## src/rtl/axil_req_arbiter.sv

```systemverilog
// Two-requester round-robin arbiter driving a single AXI4-Lite master port, one transaction at a time.
// Optional stall timeout is compiled in with AXIL_ARB_TIMEOUT_EN.
module axil_req_arbiter #(
    parameter int unsigned TIMEOUT_CYCLES = 256
) (
    input  logic        ACLK,
    input  logic        ARESETN,
    input  logic        req0_valid,
    output logic        req0_ready,
    input  logic        req0_write,
    input  logic [31:0] req0_addr,
    input  logic [31:0] req0_wdata,
    input  logic [3:0]  req0_wstrb,
    output logic        rsp0_valid,
    output logic [31:0] rsp0_rdata,
    output logic        rsp0_err,
    input  logic        req1_valid,
    output logic        req1_ready,
    input  logic        req1_write,
    input  logic [31:0] req1_addr,
    input  logic [31:0] req1_wdata,
    input  logic [3:0]  req1_wstrb,
    output logic        rsp1_valid,
    output logic [31:0] rsp1_rdata,
    output logic        rsp1_err,
    output logic [31:0] M_AXI_AWADDR,
    output logic        M_AXI_AWVALID,
    input  logic        M_AXI_AWREADY,
    output logic [31:0] M_AXI_WDATA,
    output logic [3:0]  M_AXI_WSTRB,
    output logic        M_AXI_WVALID,
    input  logic        M_AXI_WREADY,
    input  logic [1:0]  M_AXI_BRESP,
    input  logic        M_AXI_BVALID,
    output logic        M_AXI_BREADY,
    output logic [31:0] M_AXI_ARADDR,
    output logic        M_AXI_ARVALID,
    input  logic        M_AXI_ARREADY,
    input  logic [31:0] M_AXI_RDATA,
    input  logic [1:0]  M_AXI_RRESP,
    input  logic        M_AXI_RVALID,
    output logic        M_AXI_RREADY
);

    typedef enum logic [2:0] {IDLE, WADDR, WRESP, RADDR, RDATA, RSP} state_t;

    typedef struct packed {
        logic        write;
        logic [31:0] addr;
        logic [31:0] wdata;
        logic [3:0]  wstrb;
    } req_t;

    state_t           state_q, state_d;
    logic             prio_q, prio_d;
    logic             gnt_q, gnt_d;
    logic [1:0]       rdy_q, rdy_d;
    logic [1:0]       rsp_vld_q, rsp_vld_d;
    logic [1:0]       rsp_err_q, rsp_err_d;
    logic [1:0][31:0] rsp_rdata_q, rsp_rdata_d;
    logic [31:0]      awaddr_q, awaddr_d, wdata_q, wdata_d, araddr_q, araddr_d;
    logic [3:0]       wstrb_q, wstrb_d;
    logic             awvalid_q, awvalid_d, wvalid_q, wvalid_d, bready_q, bready_d;
    logic             arvalid_q, arvalid_d, rready_q, rready_d;
    logic [31:0]      res_rdata_q, res_rdata_d;
    logic             res_err_q, res_err_d;

    req_t req0_in, req1_in, sel_req;
    logic pick;
    logic tmo;

    assign req0_in = '{write: req0_write, addr: req0_addr, wdata: req0_wdata, wstrb: req0_wstrb};
    assign req1_in = '{write: req1_write, addr: req1_addr, wdata: req1_wdata, wstrb: req1_wstrb};
    // prio_q names the requester that wins a tie; a lone request wins outright
    assign pick    = (req0_valid && req1_valid) ? prio_q : req1_valid;
    assign sel_req = pick ? req1_in : req0_in;

`ifdef AXIL_ARB_TIMEOUT_EN
    localparam int CW = $clog2(TIMEOUT_CYCLES) + 1;
    logic [CW-1:0] cnt_q, cnt_d;
    logic          busy;
    logic          unused_ok;

    assign busy      = state_q inside {WADDR, WRESP, RADDR, RDATA};
    assign tmo       = busy && (cnt_q == CW'(TIMEOUT_CYCLES - 1));
    assign unused_ok = ^{M_AXI_BRESP[0], M_AXI_RRESP[0]};

    always_comb begin
        cnt_d = cnt_q;
        if (state_q == IDLE) cnt_d = '0;
        else if (busy)       cnt_d = cnt_q + 1'b1;
    end

    always_ff @(posedge ACLK or negedge ARESETN) begin
        if (!ARESETN) cnt_q <= '0;
        else          cnt_q <= cnt_d;
    end
`else
    logic unused_ok;
    assign tmo       = 1'b0;
    assign unused_ok = ^{M_AXI_BRESP[0], M_AXI_RRESP[0], 32'(TIMEOUT_CYCLES)};
`endif

    always_comb begin
        state_d     = state_q;
        prio_d      = prio_q;
        gnt_d       = gnt_q;
        rdy_d       = '0;
        rsp_vld_d   = '0;
        rsp_err_d   = rsp_err_q;
        rsp_rdata_d = rsp_rdata_q;
        awaddr_d    = awaddr_q;
        wdata_d     = wdata_q;
        wstrb_d     = wstrb_q;
        araddr_d    = araddr_q;
        awvalid_d   = awvalid_q;
        wvalid_d    = wvalid_q;
        bready_d    = bready_q;
        arvalid_d   = arvalid_q;
        rready_d    = rready_q;
        res_rdata_d = res_rdata_q;
        res_err_d   = res_err_q;
        case (state_q)
            IDLE: begin
                if (req0_valid || req1_valid) begin
                    gnt_d       = pick;
                    prio_d      = ~pick;
                    rdy_d[pick] = 1'b1;
                    res_rdata_d = '0;
                    res_err_d   = 1'b0;
                    if (sel_req.write) begin
                        awaddr_d  = sel_req.addr;
                        wdata_d   = sel_req.wdata;
                        wstrb_d   = sel_req.wstrb;
                        awvalid_d = 1'b1;
                        wvalid_d  = 1'b1;
                        state_d   = WADDR;
                    end else begin
                        araddr_d  = sel_req.addr;
                        arvalid_d = 1'b1;
                        state_d   = RADDR;
                    end
                end
            end
            WADDR: begin
                // AW and W complete independently; leave once both are accepted
                awvalid_d = awvalid_q && !M_AXI_AWREADY;
                wvalid_d  = wvalid_q && !M_AXI_WREADY;
                if (!awvalid_d && !wvalid_d) begin
                    bready_d = 1'b1;
                    state_d  = WRESP;
                end
            end
            WRESP: begin
                if (M_AXI_BVALID) begin
                    res_err_d = M_AXI_BRESP[1];
                    bready_d  = 1'b0;
                    state_d   = RSP;
                end
            end
            RADDR: begin
                if (M_AXI_ARREADY) begin
                    arvalid_d = 1'b0;
                    rready_d  = 1'b1;
                    state_d   = RDATA;
                end
            end
            RDATA: begin
                if (M_AXI_RVALID) begin
                    res_rdata_d = M_AXI_RDATA;
                    res_err_d   = M_AXI_RRESP[1];
                    rready_d    = 1'b0;
                    state_d     = RSP;
                end
            end
            RSP: begin
                rsp_vld_d[gnt_q]   = 1'b1;
                rsp_rdata_d[gnt_q] = res_rdata_q;
                rsp_err_d[gnt_q]   = res_err_q;
                state_d            = IDLE;
            end
            default: state_d = IDLE;
        endcase
        // A stalled slave is abandoned: all handshakes withdrawn, error reported
        if (tmo) begin
            awvalid_d   = 1'b0;
            wvalid_d    = 1'b0;
            bready_d    = 1'b0;
            arvalid_d   = 1'b0;
            rready_d    = 1'b0;
            res_rdata_d = '0;
            res_err_d   = 1'b1;
            state_d     = RSP;
        end
    end

    always_ff @(posedge ACLK or negedge ARESETN) begin
        if (!ARESETN) begin
            state_q     <= IDLE;
            prio_q      <= 1'b0;
            gnt_q       <= 1'b0;
            rdy_q       <= '0;
            rsp_vld_q   <= '0;
            rsp_err_q   <= '0;
            rsp_rdata_q <= '0;
            awaddr_q    <= '0;
            wdata_q     <= '0;
            wstrb_q     <= '0;
            araddr_q    <= '0;
            awvalid_q   <= 1'b0;
            wvalid_q    <= 1'b0;
            bready_q    <= 1'b0;
            arvalid_q   <= 1'b0;
            rready_q    <= 1'b0;
            res_rdata_q <= '0;
            res_err_q   <= 1'b0;
        end else begin
            state_q     <= state_d;
            prio_q      <= prio_d;
            gnt_q       <= gnt_d;
            rdy_q       <= rdy_d;
            rsp_vld_q   <= rsp_vld_d;
            rsp_err_q   <= rsp_err_d;
            rsp_rdata_q <= rsp_rdata_d;
            awaddr_q    <= awaddr_d;
            wdata_q     <= wdata_d;
            wstrb_q     <= wstrb_d;
            araddr_q    <= araddr_d;
            awvalid_q   <= awvalid_d;
            wvalid_q    <= wvalid_d;
            bready_q    <= bready_d;
            arvalid_q   <= arvalid_d;
            rready_q    <= rready_d;
            res_rdata_q <= res_rdata_d;
            res_err_q   <= res_err_d;
        end
    end

    assign req0_ready    = rdy_q[0];
    assign req1_ready    = rdy_q[1];
    assign rsp0_valid    = rsp_vld_q[0];
    assign rsp1_valid    = rsp_vld_q[1];
    assign rsp0_rdata    = rsp_rdata_q[0];
    assign rsp1_rdata    = rsp_rdata_q[1];
    assign rsp0_err      = rsp_err_q[0];
    assign rsp1_err      = rsp_err_q[1];
    assign M_AXI_AWADDR  = awaddr_q;
    assign M_AXI_AWVALID = awvalid_q;
    assign M_AXI_WDATA   = wdata_q;
    assign M_AXI_WSTRB   = wstrb_q;
    assign M_AXI_WVALID  = wvalid_q;
    assign M_AXI_BREADY  = bready_q;
    assign M_AXI_ARADDR  = araddr_q;
    assign M_AXI_ARVALID = arvalid_q;
    assign M_AXI_RREADY  = rready_q;

endmodule

```

## config.mk

```make
export PLATFORM = sky130hd
export DESIGN_NAME = axil_req_arbiter
export DESIGN_NICKNAME = d
export VERILOG_FILES = /design/src/rtl/axil_req_arbiter.sv
export SDC_FILE = /design/constraint.sdc
export NUM_CORES = 1
export LEC_CHECK = 0
export CAP_MARGIN = 10
export CELL_PAD_IN_SITES_DETAIL_PLACEMENT = 2
export CELL_PAD_IN_SITES_GLOBAL_PLACEMENT = 2
export CORE_ASPECT_RATIO = 0.9
export CORE_MARGIN = 3
export CORE_UTILIZATION = 25
export CTS_CLUSTER_DIAMETER = 60
export DETAILED_ROUTE_END_ITERATION = 8
export GPL_TIMING_DRIVEN = 0
export PLACE_DENSITY = 0.76
export SKIP_CTS_REPAIR_TIMING = 1
export SKIP_LAST_GASP = 1
export SLEW_MARGIN = 20
export SYNTH_ARGS = -nofsm -noshare
export SYNTH_HDL_FRONTEND = slang
export SYNTH_SLANG_ARGS = --single-unit
```

## constraint.sdc

```tcl
create_clock -name ACLK -period 1.9 [get_ports ACLK]
set_input_delay 0.285 -clock ACLK [delete_from_list [all_inputs] [get_ports ACLK]]
set_output_delay 0.285 -clock ACLK [all_outputs]
set_load 0.01 [all_outputs]
```

## Word-level counts from Yosys, hierarchy flattened

Cells that the tools add are included.

| word-level totals | value |
|---|---|
| output and inout port bits | 175 |
| register bits | 213 |
| bits of input ports | 183 |

| cells by class | value |
|---|---|
| reduce and logical (&&, ||, !) cells | 28 |
| bitwise gates (word level) | 2 |
| equality and inequality tests | 12 |
| multiplexer cells | 41 |
| order comparisons | 4 |

Operator list:

| cell | count |
|---|---|
| two-way mux 32 bit | 3 |
| two-way mux 69 bit | 1 |
| bitwise mux 64 bit | 1 |
| one-hot mux 32 bit (2 select lines) | 1 |
| demux 32 bit (select 1 bit) | 1 |
| AND reduction 3 bit | 6 |
| two-way mux 1 bit | 15 |
| two-way mux 3 bit | 5 |
| one-hot mux 3 bit (5 select lines) | 1 |
| != test 2 bit (second input constant) | 7 |
| one-hot mux 1 bit (2 select lines) | 5 |
| nonzero test 2 bit | 5 |
| two-way mux 2 bit | 4 |
| AND reduction 4 bit | 2 |
| equality test 3 x 2 -> 1 bit (second input constant) | 2 |
| equality test 3 bit (second input constant) | 2 |
| logical AND 1 bit | 6 |
| AND reduction 5 bit | 1 |
| zero test 1 bit | 4 |
| less-than comparator 1 x 2 -> 1 bit (second input constant) | 2 |
| equality test 3 x 1 -> 1 bit (second input constant) | 1 |
| zero test 3 bit | 1 |
| one-hot mux 1 bit (3 select lines) | 1 |
| nonzero test 3 bit | 1 |
| other kinds (6) | 9 |

## Longest topological paths before layout

Gate-level depths: netlist (run 1).

| depth | value |
|---|---|
| depth after elaboration | 8 |
| mapped depth | 7 |

## Worst setup path before layout (run 1)

No wires, ideal clock.

| timing | value |
|---|---|
| path kind | register to register |
| start | register prio_q |
| end | register wdata_q[22], in the netlist M_AXI_WDATA[22] |
| arrival time | 1,670 ps |
| period minus slack after synthesis | 1,795 ps |
| slack | 105 ps |
| cell stages (with the launch flop) | 7 |
| path buffers | 2 |
| path through | dfrtp_1 nand2b_1 nand2_2 buf_2 buf_2 mux2_2 mux2_2 |

| on the way | value |
|---|---|
| word-level cells in the longest chain between the ends | 3 |

Ends and longest elaborated chain:

| item | line | RTL |
|---|---|---|
| start: declaration | 55 | `logic prio_q, prio_d;` |
| start signal: assignment | 219 | `prio_q <= prio_d;` |
| two-way mux 1 bit (*) | 75 | `assign pick = (req0_valid && req1_valid) ? prio_q : req1_valid;` |
| two-way mux 69 bit (*) | 76 | `assign sel_req = pick ? req1_in : req0_in;` |
| AND reduction 3 bit (no source line) | - |  |
| end signal: assignment | 226 | `wdata_q <= wdata_d;` |
| end: declaration | 61 | `logic [31:0] awaddr_q, awaddr_d, wdata_q, wdata_d, araddr_q, araddr_d;` |

Mark *: on every way between the ends. The rest lies on a longest branch, timed or not.
A chain may end at the register's enable or synchronous reset.

## Final worst setup path (run 1)

| timing | value |
|---|---|
| start | input req0_valid |
| end | register araddr_q[0], in the netlist M_AXI_ARADDR[0] |

| on the way | value |
|---|---|
| word-level cells in the longest chain between the ends | 5 |
| elaborated cells between the ends (all ways) | 6 |
| classes of those cells | 2 x mux; 1 x bitwise; 3 x reduce/logical |

Ends and longest elaborated chain:

| item | line | RTL |
|---|---|---|
| start: declaration | 8 | `input logic req0_valid,` |
| logical AND 1 bit | 75 |  |
| two-way mux 1 bit | 75 |  |
| two-way mux 69 bit | 76 |  |
| NOT 1 bit (no source line) | - |  |
| AND reduction 3 bit (no source line) | - |  |
| end signal: assignment | 228 | `araddr_q <= araddr_d;` |
| end: declaration | 61 |  |

Several ways; a longest one is shown, not always the timed one.

==> results of run 1 <==
==> layer usage <==
metal | vias up | global-route usage (%) | wire length, µm
met5 | - | 0 | 27
met4 | 4 | 4.13 | 844
met3 | 53 | 4.65 | 2140
met2 | 196 | 28.3 | 16000
met1 | 3405 | 18.8 | 12600
li1 | 3019 | - | -
==> where the power goes <==
part	switching (mW)	total, mW	internal [mW]
logic	3.89	9.47	5.58
clock network	2.11	5.43	3.32
registers	1.15	7.62	6.46
==> placed cells by master (no fill, tap or decap), drive strengths merged, types with 7 or more instances in the layout <==
cell	instances
a21oi	7
buf	35
clkbuf	46
clkdlybuf4s50	352
dfrtp	213
inv	9
mux2	235
nand2	69
nor2	7
o21ai	36
==> cell usage after synthesis <==
| library cell | instances | area (µm²) |
|---|---|---|
| nor2b_1 | 2 | 12.5 |
| dfrtp_1 | 213 | 5330 |
| a22oi_1 | 1 | 7.51 |
| inv_1 | 4 | 15.0 |
| and3b_1 | 1 | 8.76 |
| buf_2 | 12 | 60.1 |
| o211ai_1 | 1 | 7.51 |
| or3_1 | 1 | 6.26 |
| nor2_2 | 2 | 12.5 |
| buf_4 | 8 | 60.1 |
| nand2_2 | 1 | 6.26 |
| a21bo_1 | 1 | 10.0 |
| a21o_1 | 2 | 15.0 |
| o22a_1 | 1 | 8.76 |
| nand2_1 | 68 | 255 |
| a21oi_2 | 1 | 8.76 |
| o21ai_0 | 36 | 180 |
| and2_1 | 1 | 6.26 |
| nand2b_1 | 6 | 37.5 |
| nor3_1 | 1 | 5.00 |
| a22o_1 | 2 | 17.5 |
| nor2_1 | 5 | 18.8 |
| o211ai_2 | 1 | 12.5 |
| mux2_2 | 206 | 2320 |
| o311ai_2 | 1 | 16.3 |
| o21bai_1 | 1 | 7.51 |
| mux2_4 | 29 | 435 |
| nand3_1 | 2 | 10.0 |
| clkbuf_1 | 14 | 52.6 |
| and3_1 | 1 | 6.26 |
| nand3b_1 | 1 | 7.51 |
| a21oi_1 | 6 | 30.0 |
| buf_6 | 3 | 33.8 |
==> per-stage QoR <==
stage	instances	utilization, %
after global placement	1458	37.3
after floorplan	635	-
after CTS	1509	40.1
after detailed placement	1460	37.4
final	1517	40.9
after global routing	1517	40.9
==> worst paths after layout <==
kind / from / to / slack (ns)
min in group asynchronous: ARESETN / M_AXI_ARADDR[12] / 0.29
max in group asynchronous: ARESETN / M_AXI_WDATA[27] / 0.44
max: req0_valid / M_AXI_ARADDR[0] / 0.04
min reg2reg: prio_q / prio_q / 0.50
max reg2reg: prio_q / M_AXI_ARADDR[0] / 0.06
min: req1_valid / rdy_q[0] / 0.19
==> sequential cells by signal, summed over array words and instances, names as in the netlist, 2 cells and up <==
name	flops
rsp_vld_q	2
M_AXI_WDATA	32
rsp1_rdata	32
M_AXI_WSTRB	4
M_AXI_AWADDR	32
rsp0_rdata	32
state_q	3
M_AXI_ARADDR	32
rdy_q	2
rsp_err_q	2
res_rdata_q	32
==> worst max-delay path, stage by stage <==
cell and delay (ns):
clkdlybuf4s50_1 0.70, nand2b_4 0.13, nand2_4 0.15, buf_2 0.31, mux2_2 0.42, mux2_2 0.28
==> area by class of cell <==
cell class	count	area (µm²)	area share, %
plain buffers	36	304	2.11
clock buffers	34	774	5.37
clock inverters	15	180	1.25
inverters	4	15.0	0.104
multi-input cells	381	3530	24.5
flip-flops and latches	213	5330	37.0
well taps	469	587	4.07
repair buffers	365	3710	25.7
==> kinds of logic (layout without fill, tap and decap cells) <==
| group | after synthesis | in the layout | share of synthesized area (%) |
|---|---|---|---|
| AO/OA/AOI/OAI | 54 | 54 | 3.56 |
| AND/OR/NAND/NOR | 92 | 92 | 4.36 |
| buffers and inverters | 41 | 454 | 2.45 |
| multiplexers | 235 | 235 | 30.5 |
| flip-flops | 213 | 213 | 59.1 |
==> impl_results.md, run 1 <==
* Outcome: finished clean
* Syn nets at 818
* Slew Limit Fails at 0
* Crit path launch type: input pin
* Total power at 22.5 mW
* Fillcell total at 3563
* Final HPWL DP at 23600 µm
* First-pass GRT wire length at 46500 µm
* Worst hold margin at 0.193 ns
* Pre-CTS setup slack at -1.05 ns
* DRC Markers at 0
* Final Hold Vio Count at 0
* # setup viols final at 0
* Root buf cell: clkbuf_16
* PnR worst setup slack at 0.0359 ns
* H-tree level count at 1
* Max VDD drop at 697 µV
* GRT Util Overall at 15.8%
* Critical path type: in2reg
* Clock Pin Slew Worst Setup and Hold Paths at 0.05 ns
* RSZ-0062 raised after global routing: false
* Die area at 0.0384 mm²
* Slew @ Worst Pin at 0.556 ns
* Layout cells sized above 1 at 32.4%
* FMAX at 536 MHz
* Die width at 206 µm
* Yosys cell types at 33
* Sequential-to-total area share from yosys stat at 59.1%
* Number of diodes at 0
* Min Tclk post-route at 1.86 ns
* Row cnt at 65
* Slew headroom at 62.9%
* First-pass DRT Iterations at 4
* Mapped Avg Cell Area at 14.2 µm²
* Vias in the first global route at 7562
* Total negative slack at 0 ns
* Clock Skew at 0.0130 ns
* CTS tree: yes
* Largest net degree at the start of global routing at 82
* Avg WL per Cell at 20.8 µm
* Final net count at 1212
* Synthesized area at 0.00902 mm²
* Post-route cell area at 0.0144 mm²
* Skew-Pair Late Insertion Delay at 0.54 ns
* Cts bufs inserted at 28
* Max Cap Viol at 0
* Die height at 186 µm
* Detailed Route WL at 31600 µm
* Seq cells post-synth at 213
* Power Dens Cells at 1560 mW/mm²
* Iteration-0 DRC Markers at 142
* I/O Buffers at 354
* Worst-path fanout max at 10
* Reg2Reg Depth at 5
* Core area at 0.0353 mm²
* Synthesized instance count at 635
* Vias at 6677
* Clk sink count at 213
* Area grow syn2layout at 59.9%
* CP arrival at 2.28 ns
* Post-route ant nets at 0
* WP data required at 2.31 ns
* Final Cycle Share at 98.1%
* Leakage at 6.19 nW
* Placer Congestion at 0.742
* Remaining Overflow, GRT at 0
* Hold Path Depth at 2
* Initial Utilization at 25.6%
* Antenna violations before repair at 2
* Worst hold-check path type: in2reg
* YS warnings at 0
* Clk buf depth at 3
* Post-DP Area at 0.0132 mm²
* I/O Pins at 358
* Crit. End Element: register
* Via-to-Cell Ratio at 4.40
No activity file was read; power rests on OpenSTA's default activity.
==> inputs of run 2 (changes only) <==
--- a/config.mk
+++ b/config.mk
@@ -13,7 +13,6 @@
 export CORE_UTILIZATION = 25
 export CTS_CLUSTER_DIAMETER = 60
 export DETAILED_ROUTE_END_ITERATION = 8
-export GPL_TIMING_DRIVEN = 0
 export PLACE_DENSITY = 0.76
 export SKIP_CTS_REPAIR_TIMING = 1
 export SKIP_LAST_GASP = 1
==> run 2 against run 1 <==
Register-to-register slack got worse by 0.02 ns. Clock skew about the same. Hold slack improved by 0.065 ns. Critical path depth unchanged. Maximum frequency rose by 0.47%. Largest cell class unchanged. Largest power group unchanged. Highest routed layer unchanged.
==> impl_results.md, run 2 (synthesis gave the netlist of run 1 again) <==
* Outcome: finished clean (unchanged)
* CP arrival at 2.28 ns (about the same)
* Worst hold-check path type: in2async (was in2reg)
* Area grow syn2layout at 58.7% (was 59.9%)
* Clock Skew at 0.0135 ns (was 0.0130 ns)
* Final core occ at 40.6% (was 40.9%)
* Slew Limit Fails at 0 (unchanged)
* Remaining Overflow, GRT at 0 (unchanged)
* Total power at 22.1 mW (was 22.5 mW)
* Final Hold Vio Count at 0 (unchanged)
* Clk buf depth at 3 (unchanged)
* Die area at 0.0384 mm² (unchanged)
* Max Cap Viol at 0 (unchanged)
* PnR worst setup slack at 0.0447 ns (was 0.0359 ns)
* Via-to-Cell Ratio at 4.39 (was 4.40)
* Slew headroom at 70.4% (was 62.9%)
* Layout cells sized above 1 at 31.1% (was 32.4%)
* Worst-path fanout max at 12 (was 10)
* Post-route cell area at 0.0143 mm² (was 0.0144 mm²)
* DRC Markers at 0 (unchanged)
* Iteration-0 DRC Markers at 199 (was 142)
* # setup viols final at 0 (unchanged)
* Seq. cell area at 0.00533 mm² (unchanged)
* Die width at 206 µm (unchanged)
* First-pass DRT Iterations at 4 (unchanged)
* Clk sink count at 213 (unchanged)
* Skew-Pair Late Insertion Delay at 0.55 ns (was 0.54 ns)
* R2R Setup Slk at 0.04 ns (was 0.06 ns)
* First-pass GRT wire length at 45300 µm (was 46500 µm)
* Post-route ant nets at 0 (unchanged)
* Final HPWL DP at 22000 µm (was 23600 µm)
* Critical path type: reg2reg (was in2reg)
* Vias in the first global route at 7407 (was 7562)
* Core area at 0.0353 mm² (unchanged)
* Root buf cell: clkbuf_16 (unchanged)
* Max VDD drop at 646 µV (was 697 µV)
* I/O Buffers at 355 (was 354)
* Power Dens Cells at 1540 mW/mm² (was 1560 mW/mm²)
* Area occupied by multi-input gates at 0.00351 mm² (was 0.00353 mm²)
* Most frequent cells in the layout: 353 x clkdlybuf4s50_1, 213 x dfrtp_1, 206 x mux2_2 (was 352 x clkdlybuf4s50_1, 213 x dfrtp_1, 206 x mux2_2)
* Reg-to-Reg Start: prio_q (unchanged)
* Avg WL per Cell at 20.3 µm (was 20.8 µm)
* Largest net degree at the start of global routing at 66 (was 82)
* Die height at 186 µm (unchanged)
* GRT Util Overall at 15.2% (was 15.8%)
* Cts bufs inserted at 29 (was 28)
* Final Non-Filler Cells at 1506 (was 1517)
* Worst hold margin at 0.258 ns (was 0.193 ns)
* Min Tclk post-route at 1.86 ns (about the same)
* Vias at 6614 (was 6677)
* Detailed Route WL at 30600 µm (was 31600 µm)
* RSZ-0062 raised after global routing: true (was false)
* Crit. End Element: register (unchanged)
* Total negative slack at 0 ns (unchanged)
* Worst r2r dst: M_AXI_WDATA[30] (was M_AXI_ARADDR[0])
* Row cnt at 65 (unchanged)
* Clock Pin Slew Worst Setup and Hold Paths at 0.06 ns (was 0.05 ns)
* WP data required at 2.33 ns (was 2.31 ns)
* Leakage at 6.12 nW (was 6.19 nW)
* Post-DP Area at 0.0133 mm² (was 0.0132 mm²)
* Slew @ Worst Pin at 0.444 ns (was 0.556 ns)
* Crit path launch type: register (was input pin)
* I/O Pins at 358 (unchanged)
* Fillcell total at 3538 (was 3563)
* Inst Count DP at 1448 (was 1460)
* Most common cell after layout, fill and taps aside: clkdlybuf4s50_1 (unchanged)
* Placer Congestion at 0.728 (was 0.742)
* Initial Utilization at 25.6% (unchanged)
* Final Cycle Share at 97.6% (was 98.1%)
* H-tree level count at 1 (unchanged)
* CTS tree: yes (unchanged)
* Pre-CTS setup slack at -0.307 ns (was -1.05 ns)
* Final net count at 1198 (was 1212)
* Antenna violations before repair at 3 (was 2)
* Reg2Reg Depth at 6 (was 5)
* FMAX at 539 MHz (was 536 MHz)
[run 2: changes by cell type in the layout (fill, tap and decap cells not counted), sizes merged]
cell           change
inv                -2
bufinv             -3
diode              +1
clkbuf             -5
clkdlybuf4s50      +1
clkinv             +3
buf                -5
clkinvlp           -1
[run 2: report_power, final]
part           internal (mW)  switching, mW
Clock                   3.05           2.12
Sequential              6.47           1.13
Combinational           5.51           3.79
Total                   15.0           7.03
[run 2: final cells by class]
class,count,area share [%]
sequential,213,37.2
timing repair buffer,386,27.7
multi-input combinational,381,24.5
clock buffer,40,5.78
tap,469,4.10
clock inverter,12,0.620
inverter,4,0.105
antenna,1,0.0175
[run 2: how the worst max path moves through the flow]
| stage | from | to | slack, ns | depth (start not counted) |
|---|---|---|---|---|
| 5_1_grt | prio_q | M_AXI_WDATA[18] | -0.02 | 6 |
| 3_3_place_gp | req0_valid | M_AXI_WDATA[15] | -0.28 | 6 |
| 3_5_place_dp | req0_valid | M_AXI_WDATA[6] | -0.31 | 6 |
| 4_1_cts | M_AXI_AWVALID | M_AXI_AWVALID | -0.02 | 1 |
| 2_1_floorplan | prio_q | M_AXI_WDATA[22] | 0.10 | 6 |
| 6_report | prio_q | M_AXI_WDATA[30] | 0.04 | 6 |
[run 2: critical path, stage by stage, from the launching register on]
cell      delay (ns)
dfrtp_1         0.37
nand2b_2        0.22
a21bo_1         0.25
a21oi_4         0.17
buf_4           0.18
buf_6           0.19
mux2_2          0.35
[run 2: layer usage]
metal / wire [µm] / vias to the layer above / track usage, %
met5: 21 / - / 0
met2: 15200 / 194 / 26.4
met4: 808 / 4 / 4.48
li1: - / 2982 / -
met3: 2150 / 55 / 4.87
met1: 12300 / 3379 / 18.3
==> inputs of run 3 (changes only) <==
--- a/config.mk
+++ b/config.mk
@@ -16,7 +16,6 @@
 export PLACE_DENSITY = 0.76
 export SKIP_CTS_REPAIR_TIMING = 1
 export SKIP_LAST_GASP = 1
-export SLEW_MARGIN = 20
 export SYNTH_ARGS = -nofsm -noshare
 export SYNTH_HDL_FRONTEND = slang
 export SYNTH_SLANG_ARGS = --single-unit
==> results of run 3 <==
No change in the layout: final DEF, timing and power equal those of run 2.
